**config.mk**
```make
export PLATFORM = sky130hd
export DESIGN_NAME = monitor_mantenimiento
export DESIGN_NICKNAME = d
export VERILOG_FILES = /design/src/rtl/monitor_mantenimiento.sv
export SDC_FILE = /design/constraint.sdc
export NUM_CORES = 1
export LEC_CHECK = 0
export CAP_MARGIN = 5
export CELL_PAD_IN_SITES_DETAIL_PLACEMENT = 1
export CELL_PAD_IN_SITES_GLOBAL_PLACEMENT = 1
export CORE_ASPECT_RATIO = 0.8
export CORE_MARGIN = 2
export CORE_UTILIZATION = 40
export DETAILED_ROUTE_END_ITERATION = 6
export PLACE_DENSITY = 0.8
export SLEW_MARGIN = 10
export SYNTH_ARGS = -nofsm -noshare
export SYNTH_HDL_FRONTEND = slang
export SYNTH_SLANG_ARGS = --single-unit
```
**constraint.sdc**
```tcl
create_clock -name reloj -period 2.5 [get_ports reloj]
set_clock_uncertainty 0.05 [all_clocks]
set_input_delay 0.5 -clock reloj [delete_from_list [all_inputs] [get_ports reloj]]
set_output_delay 0.5 -clock reloj [all_outputs]
set_load 0.005 [all_outputs]
```
**src/rtl/monitor_mantenimiento.sv**
```systemverilog
// Periodic maintenance-request monitor: issues a request pulse every PERIODO enabled
// cycles, checks the controller's returned status sequence and latches the first failure.
module monitor_mantenimiento #(
    parameter int         PERIODO          = 100,
    parameter int         TIEMPO_RESPUESTA = 16,
    parameter logic [7:0] CODIGO_ERROR     = 8'hFF
) (
    input  logic       reloj,
    input  logic       reset_n,
    input  logic       habilitar,
    input  logic       estado_valido,
    input  logic [7:0] estado_registro,
    input  logic       error_flag,
    input  logic       ack_operador,
    output logic       solicitud,
    output logic       alarma,
    output logic [1:0] causa,
    output logic [7:0] esperado,
    output logic [7:0] cuenta_ok,
    output logic [1:0] estado
);

    // state          | meaning
    // INACTIVO       | counting enabled cycles toward the next request
    // SOLICITANDO    | one-cycle request pulse on solicitud
    // ESPERANDO_RESP | waiting for the status strobe or the response timeout
    // FALLA          | alarm latched until the operator acknowledges
    typedef enum logic [1:0] {
        INACTIVO       = 2'b00,
        SOLICITANDO    = 2'b01,
        ESPERANDO_RESP = 2'b10,
        FALLA          = 2'b11
    } estado_t;

    localparam logic [7:0] C_FIN_PERIODO   = 8'(PERIODO - 1);
    localparam logic [7:0] C_FIN_TIMER     = 8'(TIEMPO_RESPUESTA - 1);
    localparam logic [7:0] C_ULTIMO_CODIGO = CODIGO_ERROR - 8'd1;

    localparam logic [1:0] CAUSA_NINGUNA   = 2'b00;
    localparam logic [1:0] CAUSA_ERROR     = 2'b01;
    localparam logic [1:0] CAUSA_SECUENCIA = 2'b10;
    localparam logic [1:0] CAUSA_TIMEOUT   = 2'b11;

    estado_t    r_estado;
    logic       r_solicitud;
    logic       r_alarma;
    logic [1:0] r_causa;
    logic [7:0] r_esperado;
    logic [7:0] r_cuenta_ok;
    logic [7:0] r_cnt_periodo;
    logic [7:0] r_timer;

    logic [7:0] w_siguiente;
    logic       w_fin_periodo;
    logic       w_fin_timer;
    logic       w_codigo_error;
    logic       w_codigo_ok;

    // The expected code skips CODIGO_ERROR so a good reply can never look like an error.
    assign w_siguiente    = (r_esperado == C_ULTIMO_CODIGO) ? 8'd0 : r_esperado + 8'd1;
    assign w_fin_periodo  = (r_cnt_periodo == C_FIN_PERIODO);
    assign w_fin_timer    = (r_timer == C_FIN_TIMER);
    assign w_codigo_error = (estado_registro == CODIGO_ERROR);
    assign w_codigo_ok    = (estado_registro == r_esperado);

    always_ff @(posedge reloj or negedge reset_n) begin
        if (!reset_n) begin
            r_estado      <= INACTIVO;
            r_solicitud   <= 1'b0;
            r_alarma      <= 1'b0;
            r_causa       <= CAUSA_NINGUNA;
            r_esperado    <= 8'd0;
            r_cuenta_ok   <= 8'd0;
            r_cnt_periodo <= 8'd0;
            r_timer       <= 8'd0;
        end else begin
            r_solicitud <= 1'b0;
            if ((r_estado != FALLA) && error_flag) begin
                r_estado <= FALLA;
                r_alarma <= 1'b1;
                r_causa  <= CAUSA_ERROR;
            end else begin
                case (r_estado)
                    INACTIVO: begin
                        if (habilitar) begin
                            if (w_fin_periodo) begin
                                r_cnt_periodo <= 8'd0;
                                r_estado      <= SOLICITANDO;
                                r_solicitud   <= 1'b1;
                            end else begin
                                r_cnt_periodo <= r_cnt_periodo + 8'd1;
                            end
                        end
                    end
                    SOLICITANDO: begin
                        r_estado <= ESPERANDO_RESP;
                        r_timer  <= 8'd0;
                    end
                    ESPERANDO_RESP: begin
                        // A strobe arriving on the timeout cycle still counts as a reply.
                        if (estado_valido) begin
                            if (w_codigo_error) begin
                                r_estado <= FALLA;
                                r_alarma <= 1'b1;
                                r_causa  <= CAUSA_ERROR;
                            end else if (!w_codigo_ok) begin
                                r_estado <= FALLA;
                                r_alarma <= 1'b1;
                                r_causa  <= CAUSA_SECUENCIA;
                            end else begin
                                r_estado   <= INACTIVO;
                                r_esperado <= w_siguiente;
                                if (r_cuenta_ok != 8'hFF) begin
                                    r_cuenta_ok <= r_cuenta_ok + 8'd1;
                                end
                            end
                        end else if (w_fin_timer) begin
                            r_estado <= FALLA;
                            r_alarma <= 1'b1;
                            r_causa  <= CAUSA_TIMEOUT;
                        end else begin
                            r_timer <= r_timer + 8'd1;
                        end
                    end
                    FALLA: begin
                        if (ack_operador && !error_flag) begin
                            r_estado      <= INACTIVO;
                            r_alarma      <= 1'b0;
                            r_causa       <= CAUSA_NINGUNA;
                            r_cnt_periodo <= 8'd0;
                        end
                    end
                endcase
            end
        end
    end

    assign solicitud = r_solicitud;
    assign alarma    = r_alarma;
    assign causa     = r_causa;
    assign esperado  = r_esperado;
    assign cuenta_ok = r_cuenta_ok;
    assign estado    = r_estado;

endmodule

```
* Word level (Yosys, flattened, before mapping)
Index checks and enable logic that the tools add are counted.
Widths: inputs -> output; s select.
** Word-level totals
- Register bits :: 38
- Output and inout bits :: 22
** Cells by class
- Add/subtract/negate cells :: 4
- Eq/ne operators :: 19
- Muxes and demuxes :: 33
- Bitwise gates (word level) :: 2
- Reductions and logical operators :: 13
** Operators with widths (number)
- $mux 8 :: 6
- $add 8x1->8 const B :: 4
- $pmux 8 s2 :: 2
- $mux 2 :: 12
- $eq 8x8->1 const B :: 2
- $reduce_and 4->1 :: 4
- $mux 1 :: 10
- $ne 2x2->1 const B :: 5
- $ne 3x3->1 const B :: 3
- $eq 8x4->1 const B :: 1
- $eq 8x7->1 const B :: 1
- $eq 8x8->1 :: 1
- $ne 8x8->1 const B :: 1
- $pmux 2 s4 :: 1
- $reduce_and 6->1 :: 1
- $ne 5x5->1 const B :: 1
- $reduce_and 5->1 :: 1
- $eq 2x2->1 const B :: 2
- $ne 4x4->1 const B :: 1
- $pmux 2 s2 :: 1
- $reduce_bool 2->1 :: 2
- $reduce_bool 3->1 :: 1
- $eq 2x1->1 const B :: 1
- $logic_and 1x1->1 :: 2
- other kinds (4) :: 5

* Depth between registers and ports, before layout
Gate-level depths: netlist (run 1).
- Word-level depth :: 6
- Gate-level depth with buffers :: 7
- Mapped depth without buffers :: 7

* Worst setup path before layout (run 1)
OpenSTA, ideal clock, no wires.
- Kind :: register to register
- Start :: register r_timer[0]
- End :: register r_causa[1], in the netlist causa[1]
- Setup time :: 0.128 ns
- Arrival :: 1.966 ns
- Path slack :: 0.356 ns
- Cell stages (with the launch flop) :: 6
- Cell sequence :: dfrtp_1 > ha_1 > or4b_4 > o31a_4 > nor4_4 > mux2_1
** Between the ends
- Longest elaborated chain between the ends :: 3
** Ends and longest elaborated chain
- from (decl) :: RTL line 51 : logic [7:0] r_timer;
- from (signal assigned) :: RTL line 122 : r_timer <= r_timer + 8'd1;
- $eq 8x4->1 :: RTL line 62 : assign w_fin_timer = (r_timer == C_FIN_TIMER);
- $ne 4x4->1 (no source line)
- $reduce_and 4->1 (no source line)
- to (signal assigned) :: RTL line 71 : r_causa <= CAUSA_NINGUNA;
- to (signal assigned) :: RTL line 81 : r_causa <= CAUSA_ERROR;
- to (signal assigned) :: RTL line 105 : r_causa <= CAUSA_ERROR;
- to (decl) :: RTL line 47 : logic [1:0] r_causa;
No other way between the ends.
A chain may end at the register's enable or synchronous reset.

* Worst setup path after layout (run 1)
Same ends and word-level chain as after synthesis.

==> impl_metrics.ini, run 1 <==
[outcome]
run_status = completed

[sta]
maxSlewViolCount = 0
hold_ws_ns = 0.151
hold_viol = 0
fmax_mhz = 428
worst_slack_ns = 0.162
fin_crit_sh_pct = 93.5
rsz0062_at_grt = no
timing.setup.tns_ns = 0
fin_crit_ns = 2.34
setup_viol = 0
tightest_slew_ns = 0.625
relSlewSlack_pct = 58.0

[run]
drv_cap = 0

[cts]
clock_latency_ns = 0.30
htreeDepth = 2
clk_pin_slew_ns = 0.08
post_cts_buffers = 0
numCtsBuffers = 5
cts_max_path_buffers = 2
cts_hold_buffers = 0
clock-sinks = 38
root_buffer = clkbuf_8
ctsResizeCount = 0
cts_tree = built

[logic_synthesis]
synthMuxAreaShare_pct = 2.62
synth_area_um2 = 2100
synthAdderAreaFrac_pct = 2.98
synthSimpleGateAreaFrac_pct = 24.5
synthArstFlopShare_pct = 100
synth_compound_area_share_pct = 14.1
synth_top_family_by_area = simple AND/OR/NAND/NOR gates
synth_cell_types = 47
synth-xor-area-share_pct = 7.51
synth-main-ff-cell = dfrtp_1
avgSynthCellArea_um2 = 9.67
synth_fp_nets = 236
ys_seq_area_share_pct = 45.3
syn_inst = 217
synth-seq-cells = 38
synth_edf_count = 0
ys.warnings.count = 0

[die]
die_h_um = 68.8
start_util_pct = 41.7
die-area_um2 = 5840
die_w_um = 85.0
io_pins = 36
std_cell_rows = 23
coreArea_um2 = 5040

[critical_path]
crit_path_end_kind = flip-flop
reg2reg_slack_ns = 0.16
crit_type = flip-flop to flip-flop
reg2reg_to = causa[1]$_DFFE_PN0P_
reg2reg_from = r_timer[0]$_DFFE_PN0P_
reg2reg_depth = 5
cp_max_fo = 6
required_ns = 2.64
arrival_ns = 2.48
start_kind = flip-flop

[cells_and_area]
fin_cells = 329
diodes = 0
area_growth_pct = 29.9
fillers = 572
final_cell_area_um2 = 2730
drive_above_1_share_pct = 13.1
fin_util_pct = 54.1
layout.nets = 285

[placement]
place_area_um2 = 2580
io_buffer_count = 35
dp_cells = 321
gp_congestion = 0.817
hpwl_um = 4190
place_ws_ns = -0.0699

[detailed_routing]
routed_wl_um = 5500
vias_per_cell = 5.57
dr_total_vias = 1831
ant_nets = 0
route.detailed.drc = 0
first_pass_iters = 4
wire_per_inst_um = 16.7
dr.first_iter.drc_count = 53

[global_routing]
grt_start_max_net_pins = 27
grt-ovfl-total = 0
grt_pass1_wl_um = 9460
grtUsageTotal_pct = 21.1
grt_pass1_vias = 1877
antenna_found_initial = 0

[power]
power_density_nw_per_um2 = 595
p_switching_uw = 404
pwr-share-clk_pct = 40.4
power.leakage_nw = 1.21
ir_drop_uv = 382
p_seq_share_pct = 44.3
internal_power_mw = 1.22
swShare_pct = 24.9
p_comb_share_pct = 15.3
power.total_mw = 1.62

[min_path]
hold_class = input pin to async pin
## worst max-delay path, stage by stage (launching register included)
cell     delay (ns)
dfrtp_1        0.45
ha_1           0.22
or4b_4         0.48
o31a_4         0.33
nor4_4         0.33
mux2_1         0.36
## area by class of cell
cell class / count / area, um^2 / area share, %
multi-input cells: 166 / 1090 / 39.8
inverters: 7 / 26.3 / 0.964
flip-flops and latches: 38 / 951 / 34.9
repair buffers: 48 / 443 / 16.2
well taps: 62 / 77.6 / 2.85
clock buffers: 6 / 82.6 / 3.03
clock inverters: 2 / 60.1 / 2.20
## per-layer routing
metal | part of all wire [%] | GRT usage, %
met1 | 51 | 29.9
met3 | 3.7 | 4.76
met5 | 0 | 0
met2 | 44 | 32.4
met4 | 1.5 | 6.55
## cells in the mapped netlist, types with 3 or more instances
| library cell | count | share of area [%] |
|---|---|---|
| o21ai_0 | 18 | 4.3 |
| ha_1 | 5 | 3.0 |
| and3_1 | 4 | 1.2 |
| xnor2_1 | 4 | 1.7 |
| mux2_2 | 3 | 1.6 |
| nand3_1 | 10 | 2.4 |
| nor4_1 | 4 | 1.2 |
| a21oi_1 | 7 | 1.7 |
| nand2_1 | 26 | 4.7 |
| and2_1 | 4 | 1.2 |
| nor2_1 | 16 | 2.9 |
| o31ai_1 | 6 | 2.1 |
| xor2_1 | 14 | 5.8 |
| dfrtp_1 | 38 | 45 |
| nand4_1 | 9 | 2.7 |
| inv_1 | 7 | 1.3 |
| buf_2 | 4 | 0.95 |
| nor3_1 | 3 | 0.72 |
## power groups by stage
stage / combinational, mW / sequential [mW] / clock (mW)
finish: 0.248 / 0.718 / 0.655
global route: 0.280 / 0.727 / 0.696
CTS: 0.251 / 0.717 / 0.679
detailed placement: 0.249 / 0.730 / 0
global placement: 0.240 / 0.724 / 0
floorplan: 0.137 / 0.711 / 0
## worst max-delay path by stage
stage / depth (start not counted) / slack [ns] / endpoint / start
after floorplan: 5 / 0.36 / causa[1]$_DFFE_PN0P_ / r_timer[0]$_DFFE_PN0P_
after detailed placement: 7 / -0.07 / cuenta_ok[6]$_DFFE_PN0P_ / estado_registro[4]
final: 5 / 0.16 / causa[1]$_DFFE_PN0P_ / r_timer[0]$_DFFE_PN0P_
after global routing: 5 / 0.02 / causa[1]$_DFFE_PN0P_ / r_timer[0]$_DFFE_PN0P_
after CTS: 5 / 0.17 / causa[1]$_DFFE_PN0P_ / r_timer[0]$_DFFE_PN0P_
after global placement: 7 / 0.03 / cuenta_ok[6]$_DFFE_PN0P_ / estado_registro[4]
## state kept, by name (all words and copies together) (netlist names)
name,count
esperado,8
r_cnt_periodo,8
solicitud,1
cuenta_ok,8
estado,2
r_timer,8
alarma,1
causa,2
## placed cells by master (no fill, tap or decap), types with 2 or more instances in the layout
| master | instances |
|---|---|
| a21oi_1 | 7 |
| a22o_1 | 2 |
| a31oi_1 | 2 |
| and2_1 | 4 |
| and3_1 | 4 |
| and4_1 | 2 |
| buf_4 | 13 |
| bufinv_16 | 2 |
| clkbuf_8 | 6 |
| clkdlybuf4s50_1 | 34 |
| dfrtp_1 | 38 |
| ha_1 | 5 |
| inv_1 | 7 |
| mux2_2 | 3 |
| nand2_1 | 26 |
| nand3_1 | 10 |
| nand3b_1 | 2 |
| nand4_1 | 9 |
| nor2_1 | 16 |
| nor3_1 | 3 |
| nor4_1 | 4 |
| nor4_2 | 2 |
| o211ai_1 | 2 |
| o21ai_0 | 18 |
| o31ai_1 | 6 |
| xnor2_1 | 4 |
| xor2_1 | 14 |
## cell families after synthesis
logic type,Yosys count
AND/OR/NAND/NOR,92
AO/OA/AOI/OAI,46
flip-flops,38
XOR/XNOR,18
multiplexers,5
adder cells (fa/ha/maj),5
buffers and inverters,13
(Power assumes the default switching activity.)
==> run 2: changes to the inputs <==
--- a/config.mk
+++ b/config.mk
@@ -9,10 +9,11 @@
 export CELL_PAD_IN_SITES_DETAIL_PLACEMENT = 1
 export CELL_PAD_IN_SITES_GLOBAL_PLACEMENT = 1
 export CORE_ASPECT_RATIO = 0.8
-export CORE_MARGIN = 2
+export CORE_MARGIN = 5
 export CORE_UTILIZATION = 40
 export DETAILED_ROUTE_END_ITERATION = 6
 export PLACE_DENSITY = 0.8
+export REMOVE_ABC_BUFFERS = 1
 export SLEW_MARGIN = 10
 export SYNTH_ARGS = -nofsm -noshare
 export SYNTH_HDL_FRONTEND = slang
==> impl_metrics.ini, run 2 (synthesis results as in run 1) <==
[critical_path]
arrival_ns = 2.43
required_ns = 2.61
crit_path_end_kind = flip-flop
crit_type = flip-flop to flip-flop
crit_start = r_timer[0]$_DFFE_PN0P_
start_kind = flip-flop
reg2reg_from = r_timer[0]$_DFFE_PN0P_
cp_max_fo = 6

[cts]
htreeDepth = 2
root_buffer = clkbuf_8
ctsResizeCount = 0
post_cts_buffers = 0
cts_hold_buffers = 0
clk_pin_slew_ns = 0.07
cts_tree = built
cts_max_path_buffers = 2
clock-sinks = 38
clock_latency_ns = 0.28
numCtsBuffers = 5

[sta]
setup_viol = 0
worst_slack_ns = 0.184
fin_crit_sh_pct = 92.6
fmax_mhz = 432
relSlewSlack_pct = 42.2
hold_viol = 0
maxSlewViolCount = 0
fin_crit_ns = 2.32
tightest_slew_ns = 0.866
rsz0062_at_grt = no

[detailed_routing]
route.detailed.drc = 0
routed_wl_um = 5550
dr.first_iter.drc_count = 45
wire_per_inst_um = 16.9
vias_per_cell = 5.60
ant_nets = 0
dr_total_vias = 1842
first_pass_iters = 4

[global_routing]
grt_start_max_net_pins = 39
antenna_found_initial = 0
grtUsageTotal_pct = 17.6
grt-ovfl-total = 0
grt_pass1_vias = 1974
grt_pass1_wl_um = 9770

[die]
die-area_um2 = 6800
io_pins = 36
std_cell_rows = 23
die_h_um = 74.8
die_w_um = 91.0
start_util_pct = 41.7
coreArea_um2 = 5040

[power]
p_switching_uw = 377
p_comb_share_pct = 17.7
power_density_nw_per_um2 = 504
swShare_pct = 27.8
ir_drop_uv = 344
p_seq_share_pct = 53.1
pwr-share-clk_pct = 29.2
power.leakage_nw = 1.19
internal_power_uw = 980

[placement]
io_buffer_count = 35
hpwl_um = 4180
place_area_um2 = 2620
gp_congestion = 0.770
place_ws_ns = -0.0632

[cells_and_area]
final_cell_area_um2 = 2690
area_growth_pct = 28.3
layout_common_cells = dfrtp_1, clkdlybuf4s50_1, nand2_1, o21ai_0, nor2_1
drive_above_1_share_pct = 12.4
layout.nets = 286
layout_commonest_cell = dfrtp_1
fillers = 585
diodes = 0

[min_path]
hold_class = input pin to async pin

[outcome]
run_status = completed

[run]
drv_cap = 0
## run 2: cell types whose count changed in the layout (fill, tap and decap cells not counted)
cell / before / now
clkbuf_8: 6 / 5
bufinv_16: 2 / 0
buf_12: 0 / 2
buf_4: 13 / 12
clkbuf_1: 0 / 2
## run 2: final cells by class
type                       instances  area, um^2  share of cell area [%]
multi-input combinational        166        1090                    40.3
sequential                        38         951                    35.3
timing repair buffer              49         475                    17.7
tap                               62        77.6                    2.88
inverter                           7        26.3                   0.976
clock buffer                       7        76.3                    2.83
## run 2: layer usage
layer / vias to the layer above / share of wire (%) / GRT usage [%]
met2: 23 / 47 / 30.1
met5: - / 0 / 0
met1: 920 / 49 / 23.4
met3: 7 / 2.9 / 3.70
li1: 892 / - / -
met4: 0 / 0.77 / 4.07
## run 2: power by group through the flow
stage          clock network [mW]  registers (mW)  logic (mW)
6_report                    0.396           0.721       0.240
5_1_grt                     0.448           0.730       0.271
4_1_cts                     0.408           0.720       0.245
3_5_place_dp                    0           0.732       0.242
3_3_place_gp                    0           0.730       0.230
2_1_floorplan                   0           0.716       0.127
## run 2: worst max-delay path, stage by stage, from the launching register on
cell,delay (ns)
dfrtp_1,0.43
ha_1,0.22
or4b_4,0.49
o31a_4,0.34
nor4_4,0.31
mux2_1,0.36
## run 2: path summary, 6_finish.rpt
path                                                 to  depth (start not counted)  slack [ns]
setup / recovery                   causa[1]$_DFFE_PN0P_                          5        0.18
hold reg to reg                    causa[1]$_DFFE_PN0P_                          1        0.46
setup reg to reg                   causa[1]$_DFFE_PN0P_                          5        0.18
hold / removal                  esperado[6]$_DFFE_PN0P_                          1        0.28
min in group reloj                 causa[1]$_DFFE_PN0P_                          1        0.46
max in group asynchronous  r_cnt_periodo[4]$_DFFE_PN0P_                          1        1.58
## run 2: metrics by stage
step,total power [mW],util (%),TNS (ns),instances,hold WS (ns)
finish,1.36,53.5,0,329,0.275
floorplan,0.843,-,0,211,0.154
detailed placement,0.973,52.0,-0.240,322,0.443
CTS,1.37,53.5,0,329,0.311
global placement,0.961,52.0,0,322,0.434
global route,1.45,53.5,0,329,0.351
==> run 3: changes to the inputs <==
--- a/config.mk
+++ b/config.mk
@@ -10,9 +10,10 @@
 export CELL_PAD_IN_SITES_GLOBAL_PLACEMENT = 1
 export CORE_ASPECT_RATIO = 0.8
 export CORE_MARGIN = 5
-export CORE_UTILIZATION = 40
+export CORE_UTILIZATION = 48
 export DETAILED_ROUTE_END_ITERATION = 6
-export PLACE_DENSITY = 0.8
+export DONT_BUFFER_PORTS = 1
+export PLACE_DENSITY = 0.79
 export REMOVE_ABC_BUFFERS = 1
 export SLEW_MARGIN = 10
 export SYNTH_ARGS = -nofsm -noshare
==> impl_metrics.ini, run 3 (synthesis results as in run 1) <==
[sta]
maxSlewViolCount = 0
relSlewSlack_pct = 53.4
timing.setup.tns_ns = 0
hold_ws_ns = 0.284
tightest_slew_ns = 0.694
fmax_mhz = 433
setup_viol = 0
fin_crit_sh_pct = 92.4
fin_crit_ns = 2.31
hold_viol = 0
rsz0062_at_grt = no

[critical_path]
reg2reg_depth = 5
crit_path_end_kind = flip-flop
worst-path-buf-inv = 0
reg2reg_from = r_timer[0]$_DFFE_PN0P_
reg2reg_to = causa[1]$_DFFE_PN0P_
arrival_ns = 2.42
crit_start = r_timer[0]$_DFFE_PN0P_
crit_type = flip-flop to flip-flop
critPathMaxStageDelay_ns = 0.48
reg2reg_slack_ns = 0.19
cp_cell_sequence = ha_1 -> or4b_4 -> o31a_4 -> nor4_4 -> mux2_1
start_kind = flip-flop
cp_max_fo = 6
cp_top_family = simple AND/OR/NAND/NOR gates
cp_slowest_cell = or4b_4
required_ns = 2.61

[die]
io_pins = 36
die_h_um = 69.1
coreArea_um2 = 4200
std_cell_rows = 21
die-area_um2 = 5800
die_w_um = 83.9
start_util_pct = 49.9

[cells_and_area]
multiInputGateArea_um2 = 1090
diodes = 0
layout.nets = 246
area_growth_pct = 9.60
fin_util_pct = 54.7
final_cell_area_um2 = 2300
fillers = 483
regArea_um2 = 951
drive_above_1_share_pct = 11.9
layout_commonest_cell = dfrtp_1
layout_common_cells = dfrtp_1, nand2_1, o21ai_0, nor2_1, xor2_1

[global_routing]
grt_start_max_net_pins = 39
use_met3_pct = 5.95
grtUsageTotal_pct = 19.5
antenna_found_initial = 0
grt_pass1_wl_um = 9080
grt_util_met1_pct = 23.5
grt-ovfl-total = 0
top_usage_layer = met2
use_met2_pct = 34.2
grt_pass1_vias = 1808

[detailed_routing]
ant_nets = 0
routed_wl_um = 5490
first_pass_iters = 4
dr_total_vias = 1709
dr.first_iter.drc_count = 78
route.detailed.drc = 0
vias_per_cell = 6.04
wire_per_inst_um = 19.4

[run]
drv_cap = 0

[power]
power.leakage_nw = 1.04
power_density_nw_per_um2 = 575
ir_drop_uv = 378

[cts]
clk_pin_slew_ns = 0.07
numCtsBuffers = 5
cts_max_path_buffers = 2
htreeDepth = 2
clock-sinks = 38
cts_tree = built
root_buffer = clkbuf_8
clock_latency_ns = 0.28

[min_path]
hold_class = input pin to flip-flop
min_from = error_flag
whs_path_depth = 2
holdPathEnd = estado[1]$_DFFE_PN0P_

[placement]
place_area_um2 = 2190
io_buffer_count = 0
gp_congestion = 0.853
hpwl_um = 4060

[outcome]
run_status = completed
[run 3: cell types whose count changed in the layout (fill, tap and decap cells not counted)]
cell             before  now
buf_12                2    1
clkbuf_8              5    6
buf_2                 1    0
buf_4                12    7
dlygate4sd3_1         0    1
clkbuf_1              2    0
clkdlybuf4s50_1      34    0
[run 3: how the worst max path moves through the flow]
stage                     depth (start not counted)                     end  slack [ns]
after CTS                                         5    causa[1]$_DFFE_PN0P_        0.18
after detailed placement                          5    causa[1]$_DFFE_PN0P_        0.20
after global placement                            5    causa[1]$_DFFE_PN0P_        0.31
after global routing                              6  r_timer[7]$_DFFE_PN0P_         0.1
final                                             5    causa[1]$_DFFE_PN0P_        0.19
after floorplan                                   5    causa[1]$_DFFE_PN0P_        0.36
[run 3: worst reg2reg max path, stage by stage, from the launching register on]
cell	delay (ns)
dfrtp_1	0.42
ha_1	0.21
or4b_4	0.48
o31a_4	0.33
nor4_4	0.34
mux2_1	0.36
[run 3: area by class of cell]
cell class              instances  share of cell area, %
inverters                       7                   1.14
clock buffers                   6                   3.59
multi-input cells             166                   47.2
flip-flops and latches         38                   41.3
repair buffers                  9                   3.59
well taps                      57                   3.10
[run 3: stage by stage]
| stage | instances | setup WS [ns] | power (mW) |
|---|---|---|---|
| after floorplan | 211 | 0.356 | 0.843 |
| after global placement | 275 | 0.310 | 0.880 |
| after detailed placement | 275 | 0.199 | 0.896 |
| after CTS | 282 | 0.183 | 1.33 |
| after global routing | 283 | 0.0986 | 1.39 |
| final | 283 | 0.191 | 1.32 |
[run 3: routing by layer]
| metal | vias to the layer above | routed length [um] |
|---|---|---|
| li1 | 808 | - |
| met1 | 853 | 2350 |
| met2 | 44 | 2790 |
| met3 | 4 | 323 |
| met4 | 0 | 29 |
| met5 | - | 0 |
[run 3: power breakdown]
part           total, mW  internal (mW)  switching, mW
Clock              0.420          0.213          0.208
Sequential         0.724          0.662         0.0626
Combinational      0.176         0.0821         0.0943
Total               1.32          0.957          0.364
[run 3: repair_timing]
action                    in CTS  in global routing
setup buffers                  0                  0
gates resized for setup        0                  0
hold endpoints to repair      38                  2
hold buffers                   1                  1
